`config.mk`:
```
export PLATFORM = sky130hd
export DESIGN_NAME = ticktocktokens_core
export DESIGN_NICKNAME = d
export VERILOG_FILES = /design/src/rtl/ticktocktokens_core.sv
export SDC_FILE = /design/constraint.sdc
export NUM_CORES = 1
export LEC_CHECK = 0
export ABC_AREA = 0
export CAP_MARGIN = 20
export CORE_UTILIZATION = 60
export DETAILED_ROUTE_END_ITERATION = 10
export DONT_BUFFER_PORTS = 1
export PLACE_DENSITY = 0.8
export SETUP_SLACK_MARGIN = 0.4
export SYNTH_ARGS = -nofsm -noshare
export SYNTH_HDL_FRONTEND = slang
export SYNTH_SLANG_ARGS = --single-unit
```
`constraint.sdc`:
```
create_clock -name clk -period 11.4 [get_ports clk]
set_input_delay 2.28 -clock clk [delete_from_list [all_inputs] [get_ports clk]]
set_output_delay 2.28 -clock clk [all_outputs]
set_load 0.05 [all_outputs]
```
`src/rtl/ticktocktokens_core.sv`:
```
// Time-multiplexed bank of token-counting processors. One addressed processor is
// read, updated and written back per cycle; start/stop tokens come out registered.
module ticktocktokens_core #(
  parameter int NUM_PROCESSORS    = 10,
  parameter int PROCESSOR_ID_BITS = 4,
  parameter int NEW_TOKENS_BITS   = 4,
  parameter int TOKENS_BITS       = 8,
  parameter int DURATION_BITS     = 8
) (
  input  logic                         clk,
  input  logic                         reset,
  input  logic [1:0]                   instruction,
  input  logic [PROCESSOR_ID_BITS-1:0] processor_id,
  input  logic [NEW_TOKENS_BITS-1:0]   new_good_tokens,
  input  logic [NEW_TOKENS_BITS-1:0]   new_bad_tokens,
  input  logic [TOKENS_BITS-1:0]       prog_threshold,
  input  logic [DURATION_BITS-1:0]     prog_duration,
  output logic                         output_valid,
  output logic                         token_start,
  output logic                         token_stop,
  output logic [PROCESSOR_ID_BITS-1:0] output_id
);

  typedef enum logic [1:0] {
    INSTR_NOP   = 2'b00,
    INSTR_INIT  = 2'b01,
    INSTR_INPUT = 2'b10,
    INSTR_TICK  = 2'b11
  } instr_e;

  localparam logic signed [TOKENS_BITS-1:0] TOK_MAX = {1'b0, {(TOKENS_BITS-1){1'b1}}};
  localparam logic signed [TOKENS_BITS-1:0] TOK_MIN = {1'b1, {(TOKENS_BITS-1){1'b0}}};
  localparam logic [PROCESSOR_ID_BITS:0]    NUM_PROC_W = (PROCESSOR_ID_BITS+1)'(NUM_PROCESSORS);
  localparam int                            PAD_BITS = TOKENS_BITS + 1 - NEW_TOKENS_BITS;

  logic signed [TOKENS_BITS-1:0]   tokens_q    [NUM_PROCESSORS];
  logic signed [TOKENS_BITS-1:0]   threshold_q [NUM_PROCESSORS];
  logic        [DURATION_BITS-1:0] duration_q  [NUM_PROCESSORS];
  logic        [DURATION_BITS-1:0] remaining_q [NUM_PROCESSORS];
  logic                            active_q    [NUM_PROCESSORS];

  logic signed [TOKENS_BITS-1:0]   tokens_d, threshold_d;
  logic        [DURATION_BITS-1:0] duration_d, remaining_d;
  logic                            active_d;
  logic                            we;
  logic                            start_d, stop_d;

  logic                            valid_q, start_q, stop_q;
  logic [PROCESSOR_ID_BITS-1:0]    out_id_q;

  instr_e                          instr;
  logic                            id_valid;
  logic [PROCESSOR_ID_BITS-1:0]    sel_id;
  logic signed [TOKENS_BITS:0]     sum_ext;
  logic signed [TOKENS_BITS-1:0]   tokens_sat;

  assign instr    = instr_e'(instruction);
  assign id_valid = {1'b0, processor_id} < NUM_PROC_W;
  // Out-of-range ids are ignored; steer the read port to a legal entry anyway.
  assign sel_id   = id_valid ? processor_id : '0;

  // One extra bit holds any single good/bad update; a mismatch of the top two bits
  // means the result left the TOKENS_BITS signed range and must clamp.
  assign sum_ext = $signed({tokens_q[sel_id][TOKENS_BITS-1], tokens_q[sel_id]})
                 + $signed({{PAD_BITS{1'b0}}, new_good_tokens})
                 - $signed({{PAD_BITS{1'b0}}, new_bad_tokens});

  always_comb begin
    if (sum_ext[TOKENS_BITS] != sum_ext[TOKENS_BITS-1]) begin
      tokens_sat = sum_ext[TOKENS_BITS] ? TOK_MIN : TOK_MAX;
    end else begin
      tokens_sat = sum_ext[TOKENS_BITS-1:0];
    end
  end

  always_comb begin
    // NOTE: every output of this block gets a default first, so no path can infer a latch.
    tokens_d    = tokens_q[sel_id];
    threshold_d = threshold_q[sel_id];
    duration_d  = duration_q[sel_id];
    remaining_d = remaining_q[sel_id];
    active_d    = active_q[sel_id];
    we          = 1'b0;
    start_d     = 1'b0;
    stop_d      = 1'b0;

    if (id_valid) begin
      case (instr)
        INSTR_INIT: begin
          we          = 1'b1;
          threshold_d = prog_threshold;
          duration_d  = prog_duration;
          tokens_d    = '0;
          remaining_d = '0;
          active_d    = 1'b0;
        end
        INSTR_INPUT: begin
          we       = 1'b1;
          tokens_d = tokens_sat;
        end
        INSTR_TICK: begin
          we = 1'b1;
          if (active_q[sel_id]) begin
            remaining_d = (remaining_q[sel_id] == '0) ? '0
                                                      : remaining_q[sel_id] - DURATION_BITS'(1);
            if (remaining_q[sel_id] <= DURATION_BITS'(1)) begin
              active_d = 1'b0;
              stop_d   = 1'b1;
            end
          end else if (tokens_q[sel_id] >= threshold_q[sel_id]) begin
            tokens_d    = '0;
            remaining_d = duration_q[sel_id];
            active_d    = (duration_q[sel_id] != '0);
            start_d     = 1'b1;
            stop_d      = (duration_q[sel_id] == '0);
          end
        end
        default: ;
      endcase
    end
  end

  always_ff @(posedge clk) begin
    if (reset) begin
      // NOTE: the per-processor arrays are architectural state with defined reset values,
      // so they are cleared here rather than left to be initialised by INIT.
      for (int i = 0; i < NUM_PROCESSORS; i++) begin
        tokens_q[i]    <= '0;
        threshold_q[i] <= TOK_MAX;
        duration_q[i]  <= '0;
        remaining_q[i] <= '0;
        active_q[i]    <= 1'b0;
      end
      valid_q  <= 1'b0;
      start_q  <= 1'b0;
      stop_q   <= 1'b0;
      out_id_q <= '0;
    end else begin
      if (we) begin
        tokens_q[sel_id]    <= tokens_d;
        threshold_q[sel_id] <= threshold_d;
        duration_q[sel_id]  <= duration_d;
        remaining_q[sel_id] <= remaining_d;
        active_q[sel_id]    <= active_d;
      end
      valid_q  <= start_d | stop_d;
      start_q  <= start_d;
      stop_q   <= stop_d;
      out_id_q <= (start_d | stop_d) ? processor_id : '0;
    end
  end

  assign output_valid = valid_q;
  assign token_start  = start_q;
  assign token_stop   = stop_q;
  assign output_id    = out_id_q;

endmodule

```
==> Word level (Yosys, flattened, before mapping) <==
Memories as Yosys holds them, arrays and structs flattened.
Index checks and enable logic that the tools add are counted.
{ "word_totals": {"output_inout_bits": 7, "regBits": 7, "input_bits": 32, "memories": 5, "ramBits": 330, "wordCells": 83} }
{ "op_classes": {"bitwise_logic": 2, "n_eq_ne": 4, "reduce_logical": 10, "addsub": 3, "muxes": 52, "magnitude_cmp": 3} }
{ "mem_list": {"columns": ["name", "words", "width", "read_ports", "rd_ports_with_merged_regs", "write_ports", "line", "source"], "rows": [
  ["duration_q", 10, 8, 1, 0, 10, "38", "logic [DURATION_BITS-1:0] duration_q [NUM_PROCESSORS];"],
  ["remaining_q", 10, 8, 1, 0, 10, "39", "logic [DURATION_BITS-1:0] remaining_q [NUM_PROCESSORS];"],
  ["threshold_q", 10, 8, 1, 0, 10, "37", "logic signed [TOKENS_BITS-1:0] threshold_q [NUM_PROCESSORS];"],
  ["tokens_q", 10, 8, 1, 0, 10, "36", "logic signed [TOKENS_BITS-1:0] tokens_q [NUM_PROCESSORS];"],
  ["active_q", 10, 1, 1, 0, 10, "40", "logic active_q [NUM_PROCESSORS];"]
]} }
{ "ops": {"columns": ["cell", "count"], "rows": [
  ["two-way mux 8 bit", 17],
  ["OR reduction 8 bit", 4],
  ["two-way mux 1 bit", 26],
  ["two-way mux 4 bit", 6],
  ["case mux 8 bit (3 select lines)", 1],
  ["zero test 8 bit", 2],
  ["case mux 8 bit (2 select lines)", 1],
  ["adder 8 x 5 -> 9 bit", 1],
  ["subtractor 9 x 5 -> 9 bit", 1],
  ["greater-or-equal comparator 8 bit", 1],
  ["less-or-equal comparator 8 x 1 -> 1 bit (second input constant)", 1],
  ["nonzero test 8 bit", 1],
  ["subtractor 8 x 1 -> 8 bit (second input constant)", 1],
  ["equality test 2 bit (second input constant)", 2],
  ["less-than comparator 4 bit (second input constant)", 1],
  ["OR reduction 3 bit", 1],
  ["equality test 2 x 1 -> 1 bit (second input constant)", 1],
  ["case mux 1 bit (2 select lines)", 1],
  ["OR reduction 2 bit", 1],
  ["inequality test 1 bit", 1],
  ["NOT 1 bit", 1],
  ["bitwise OR 1 bit", 1],
  ["OR reduction 1 bit", 1]
]} }

==> Longest topological paths before layout <==
Gate-level depths: netlist of run 1.
An unclocked memory read counts as a cell.
{ "depth": {"word_depth": 11, "mapped_depth": 22} }

==> Worst setup path before layout of run 1 <==
No wires, ideal clock.
{ "synth_timing": {"kind": "input port to flip-flop", "start": "in processor_id[0]", "end": "mem tokens_q[0][0], data pin", "setup_slack_ns": 4.733, "path_stages": 20, "n_path_buf": 5, "arrival_time_ns": 6.398, "path_cell_list": "buf_4 buf_6 buf_6 and2_1 buf_2 clkbuf_1 nand2_1 a311oi_1 nor3_1 a31oi_1 inv_1 fa_1 inv_1 ha_1 a21o_1 a21o_1 a2111oi_0 a211oi_2 a211oi_4 nor2_1"} }
{ "synth_lines": {"columns": ["item", "line", "source"], "rows": [
  ["start, declared", "13", "input logic [PROCESSOR_ID_BITS-1:0] processor_id,"],
  ["end, declared", "36", null]
]} }

==> results of run 1 <==
critical path, delay by kind of cell:
kind | cells | cell delay [ns]
fa+ha+maj | 2 | 0.81
simple gates | 5 | 1.49
compound gates | 7 | 1.81
buf+inv | 3 | 0.67
placed cells by master (no fill, tap or decap), types with 7 or more instances in the layout:
cell type / instances
edfxtp_1: 332
nor2_1: 231
nand2_1: 180
mux2i_1: 73
inv_1: 54
nor3_1: 40
a21oi_1: 37
clkbuf_16: 37
nor2b_1: 31
and3_1: 26
buf_4: 24
o21ai_0: 21
nand3_1: 20
a211oi_1: 20
ha_1: 20
nand2b_1: 19
o22ai_1: 19
a31oi_1: 16
mux2_2: 15
a311oi_1: 12
o31ai_1: 11
and2_1: 10
clkbuf_1: 10
a221o_1: 9
a21o_1: 9
a22oi_1: 8
o21a_1: 8
mux4_2: 7
nand3b_1: 7
a221oi_1: 7
dfxtp_1: 7
layer usage:
layer  up-vias  GRT usage
met5         -          0
met4         0      0.153
met3       211     0.0800
met2       896      0.522
met1      5790      0.424
li1       5330          -
per-stage QoR:
step	cell area (um^2)	std cells
2_1_floorplan	17200	1469
3_3_place_gp	17300	1778
3_5_place_dp	17400	1780
4_1_cts	18600	1847
5_1_grt	18600	1849
6_report	18600	1851
power breakdown:
group | switching (mW) | internal, mW
clock | 0.486 | 0.744
sequential | 0.0159 | 1.42
combinational | 0.287 | 0.131
total | 0.789 | 2.29
area by class of cell:
type	instances	area, um^2	share of cell area
sequential	339	10100	0.543
multi-input combinational	983	6350	0.341
clock buffer	48	977	0.0525
tap	378	473	0.0254
clock inverter	19	256	0.0138
timing repair buffer	28	248	0.0133
inverter	54	203	0.0109
antenna	2	5.00	0.000269
worst paths after layout:
path,endpoint,cells after the start,slack (ns),from
hold reg to reg,tokens_q[5][7],6,0.97,tokens_q[9][7]
setup / recovery,tokens_q[6][4],17,4.51,processor_id[0]
hold / removal,tokens_q[5][7],6,0.97,tokens_q[9][7]
setup reg to reg,tokens_q[2][0],13,6.78,tokens_q[0][0]
logic make-up (layout without fill, tap and decap cells):
kind of cell,Yosys count,after routing,share of synthesized area
xor+xnor,6,6,0.00306
buf+inv,147,149,0.0420
compound gates,244,244,0.117
other cells,1,4,0.000219
flops,339,339,0.589
fa+ha+maj,24,24,0.0193
mux,99,99,0.0678
simple gates,608,608,0.162
state kept, by name (all words and copies together), names as in the netlist:
signal / flops
token_start: 1
duration_q: 82
active_q: 10
remaining_q: 80
threshold_q: 80
token_stop: 1
tokens_q: 80
output_valid: 1
output_id: 4
==> reports/qor.txt, run 1 <==
Count of yosys warnings during synthesis: 0
CTS buffer count: 37
Initial antenna violation count: 2
Worst Clk Skew: 0.0165 ns
CTS tree: done
Final Hold Vio Count: 0
RePlAce Congestion: 0.950
Remaining antenna violation count: 0
Final worst setup slack: 4.51 ns
Cells after synthesis: 1,468
Drt pass-1 iters: 6
Main area contributors after synthesis: edfxtp_1, nor2_1, mux2i_1, nand2_1, ha_1
Worst path slowest cell: nor2b_1
Final setup TNS: 0 ns
Core box area: 27,900 um^2
Fmax: 145 MHz
Hold_buf cts: 0
Root buf cell: clkbuf_16
Finished Core Util: 0.667
Post-synth EDFFs: 332
Clock slew at reported path FFs: 0.06 ns
GRT Util Overall: 0.328
Proportion of layout cells with a drive suffix above 1: 0.116
GRT overflow: 0
Ordered list of cells on the worst path: nand2_2 > buf_4 > nand2_1 > a311oi_1 > nor3_1 > a31oi_1 > inv_1 > fa_1 > inv_1 > ha_1 > a21o_1 > a21oi_1 > a21oi_1 > o31ai_1 > nor2b_1 > a221oi_4 > nor2_1
Clock Sinks: 339
Status: completed
Slew headroom: 0.180
DR DRC count: 0
Metal3 WL: 6070 um
Area share of the largest cell type after synthesis: 0.581
Slew @ Worst Pin: 1.22 ns
Pwr Total: 3.08 mW
Leak pwr: 6.52 nW
Clock Tree Buf Depth: 3
Async S/R FF share, synth: 0
Power Dens Cells: 165 nW/um^2
CTS HTree Levels: 2
Max_cap viols: 0
Routed wl met2: 21,900 um
Final wirelength: 47,100 um
Area Overhead vs Synth: 8.58%
Via-per-instance ratio: 6.61
DR iter-0 viols: 1,594
Setup violators final: 0
M1 WL: 16,900 um
Startpoint class of the critical path: input pin
FP Rows: 61
Top post-synthesis cells by count: edfxtp_1, nor2_1, nand2_1
Vias in the first global route: 11,879
Post-place setup slack: 4.16 ns
Unrepaired setup endpoints after global routing: no
Layout Nets: 1,499
Final period util: 0.605
WS Path Type: input pin to register
Max Slew Vio Count: 0
Crit end category: register
Worst skew pair latency: 0.53 ns
# Post-CTS Setup Buffers: 0
Count leader, synth: edfxtp_1
Req. time, crit path: 11.76 ns
DR vias: 12,227
Syn_area_per_cell: 11.7 um^2
Largest net degree at the start of global routing: 151
Die Y: 171 um
Seq/Total Area, Yosys: 0.589
Number of fillers in the final layout: 2,090
Full die area: 29,300 um^2
Most used DFF post-synth: edfxtp_1
Uppermost routed layer: met4
Worst hold slack: 0.972 ns
Ports: 39
X dimension of the die: 171 um
Worst Path Arrival: 7.25 ns
Max VDD drop: 0.000139 V
Crit path max fanout: 150
DP Wirelength: 27,500 um
Tmin final: 6.89 ns
Worst path max stage delay: 0.68 ns
Global-route wire length before repair: 70,200 um
WL/cell: 25.4 um
Mapped cell area: 17,200 um^2
PortBufs: 0
Hold Path Class: register to register
Area leader, netlist: edfxtp_1
Post_cts resized: 0
Distinct cell type count after synthesis: 87
Initial Util: 0.614
Yosys reg bits: 339
Power figures use the tool's default switching activity.
==> run 2, diff against run 1 <==
- CORE_UTILIZATION: 60 -> 56
- PLACE_DENSITY: 0.8 -> 0.78
- clock period: 11.4 -> 6.1 ns (I/O delays scaled with it)
==> reports/qor.txt, run 2 (synthesized netlist as in run 1, its figures left out) <==
FP Rows: 63 (+3.3%)
Most frequent cells in the layout: edfxtp_1, nor2_1, nand2_1
Via-per-instance ratio: 6.62 (+0.28%)
Vias in the first global route: 12,212 (+2.8%)
Clock Sinks: 339 (unchanged)
Max FFs per register: 82 (unchanged)
Core box area: 29,900 um^2 (+6.9%)
Slew @ Worst Pin: 1.15 ns (-0.0685 ns)
Full die area: 31,300 um^2 (+7.1%)
Hold Path Class: input pin to register
GRT Util Overall: 0.315 (-0.0124)
Origin of the worst setup path: processor_id[1]
Remaining antenna violation count: 0 (unchanged)
Global-route wire length before repair: 73,100 um (+4.0%)
CTS tree: done
Ports: 39 (unchanged)
CTS buffer count: 36 (-2.7%)
Crit end category: register
Hold_buf cts: 0 (unchanged)
Final period util: 0.900
Worst hold slack: 0.882 ns (-0.0900 ns)
RePlAce Congestion: 0.945 (-0.47%)
Post-DP Area: 17,500 um^2 (+0.86%)
PortBufs: 0 (unchanged)
Worst skew pair latency: 0.53 ns (about the same)
Final setup TNS: 0 ns (unchanged)
Largest reg by FF count: duration_q
Post-route cell area: 18,600 um^2 (about the same)
Largest net degree at the start of global routing: 151 (unchanged)
Proportion of layout cells with a drive suffix above 1: 0.124 (+0.00842)
Worst Path Arrival: 5.85 ns (-1.40 ns)
Ordered list of cells on the worst path: o21ai_2 > nand2_2 > mux4_2 > or2_0 > a31oi_2 > fa_1 > inv_1 > ha_1 > a21o_1 > a21o_1 > a21oi_1 > a21oi_1 > a211oi_2 > a22oi_2 > nor2_1
Initial Util: 0.574 (-0.0399)
Drt pass-1 iters: 6 (unchanged)
CTS HTree Levels: 2 (unchanged)
Unrepaired setup endpoints after global routing: no
Final wirelength: 48,500 um (+3.0%)
Max VDD drop: 0.000231 V (+67%)
Die Y: 177 um (+3.5%)
Worst Clk Skew: 0.0149 ns (-0.00165 ns)
Pwr Total: 5.51 mW (+79%)
Setup violators final: 0 (unchanged)
Slew headroom: 0.232 (+0.0524)
WS Path Type: input pin to register
Clock slew at reported path FFs: 0.06 ns (about the same)
Max_cap viols: 0 (unchanged)
Root buf cell: clkbuf_16
R2R Path Start: tokens_q[3][0]
Final Hold Vio Count: 0 (unchanged)
Delay-heaviest family, CP: compound AO/OA/AOI/OAI gates
DR iter-0 viols: 1,712 (+7.4%)
Req. time, crit path: 6.46 ns (-5.30 ns)
Worst hold start: processor_id[2]
GRT overflow: 0 (unchanged)
Worst path slowest cell: a211oi_2
Leak pwr: 6.55 nW (+0.54%)
Finished Core Util: 0.624 (-0.0429)
Crit path max fanout: 33 (-78%)
X dimension of the die: 177 um (+3.5%)
Clock Tree Buf Depth: 3 (unchanged)
Antenna Cells: 0 (-2)
Startpoint class of the critical path: input pin
DP Wirelength: 28,900 um (+5.1%)
Layout Nets: 1,516 (+1.1%)
Fmax: 182 MHz
DR vias: 12,413 (+1.5%)
Most common cell after layout, fill and taps aside: edfxtp_1
Status: completed
Tmin final: 5.49 ns
Critical path buffer and inverter count: 1 (-2)
Worst path max stage delay: 0.84 ns (+0.16 ns)
Max Slew Vio Count: 0 (unchanged)
Power Dens Cells: 295 nW/um^2 (+79%)
DR DRC count: 0 (unchanged)
Initial antenna violation count: 2 (unchanged)
Area Overhead vs Synth: 8.65% (about the same)
WL/cell: 25.9 um (+1.7%)
## run 2: worst reg2reg max path, delay by kind of cell, from the launching register on
| family | cells | cell delay [ns] |
|---|---|---|
| AO/OA/AOI/OAI | 8 | 2.37 |
| AND/OR/NAND/NOR | 2 | 0.18 |
| adder cells (fa/ha/maj) | 3 | 0.89 |
| flip-flops | 1 | 0.40 |
| buffers and inverters | 1 | 0.05 |
| multiplexers | 1 | 0.30 |
## run 2: what timing repair did
| item | in CTS | in global routing |
|---|---|---|
| gates resized for setup | 0 | 2 |
| setup endpoints to repair | 0 | 70 |
| buffers inserted | 0 | 2 |
## run 2: metal layers
metal,vias up,part of all wire,GRT usage
li1,5349,-,-
met1,6037,0.38,0.419
met2,852,0.47,0.507
met3,171,0.11,0.0526
met4,4,0.042,0.148
met5,-,0.00050,0
## run 2: through the flow
stage / instances / setup WS (ns)
after floorplan: 1469 / 0.493
after global routing: 1874 / 0.384
final: 1874 / 0.609
after global placement: 1805 / 0.304
after detailed placement: 1808 / 0.0701
after CTS: 1870 / 0.607
## run 2: path summary, 6_finish.rpt
check | endpoint | slack (ns) | depth (start not counted)
worst max-delay path | tokens_q[2][5] | 0.61 | 15
worst min register to register | token_start | 0.94 | 4
worst min-delay path | output_id[2] | 0.88 | 1
worst max register to register | tokens_q[3][0] | 1.65 | 15
## run 2: where the power goes
group / switching [mW] / internal, mW
registers: 0.0297 / 2.65
logic: 0.552 / 0.270
clock network: 0.896 / 1.11
total: 1.48 / 4.03
## run 2: cell type report
cell class / instances / area, um^2
repair buffers: 46 / 433
clock inverters: 17 / 88.8
flip-flops and latches: 339 / 10100
clock buffers: 45 / 956
fillers: 2259 / 11200
multi-input cells: 983 / 6360
well taps: 390 / 488
inverters: 54 / 203
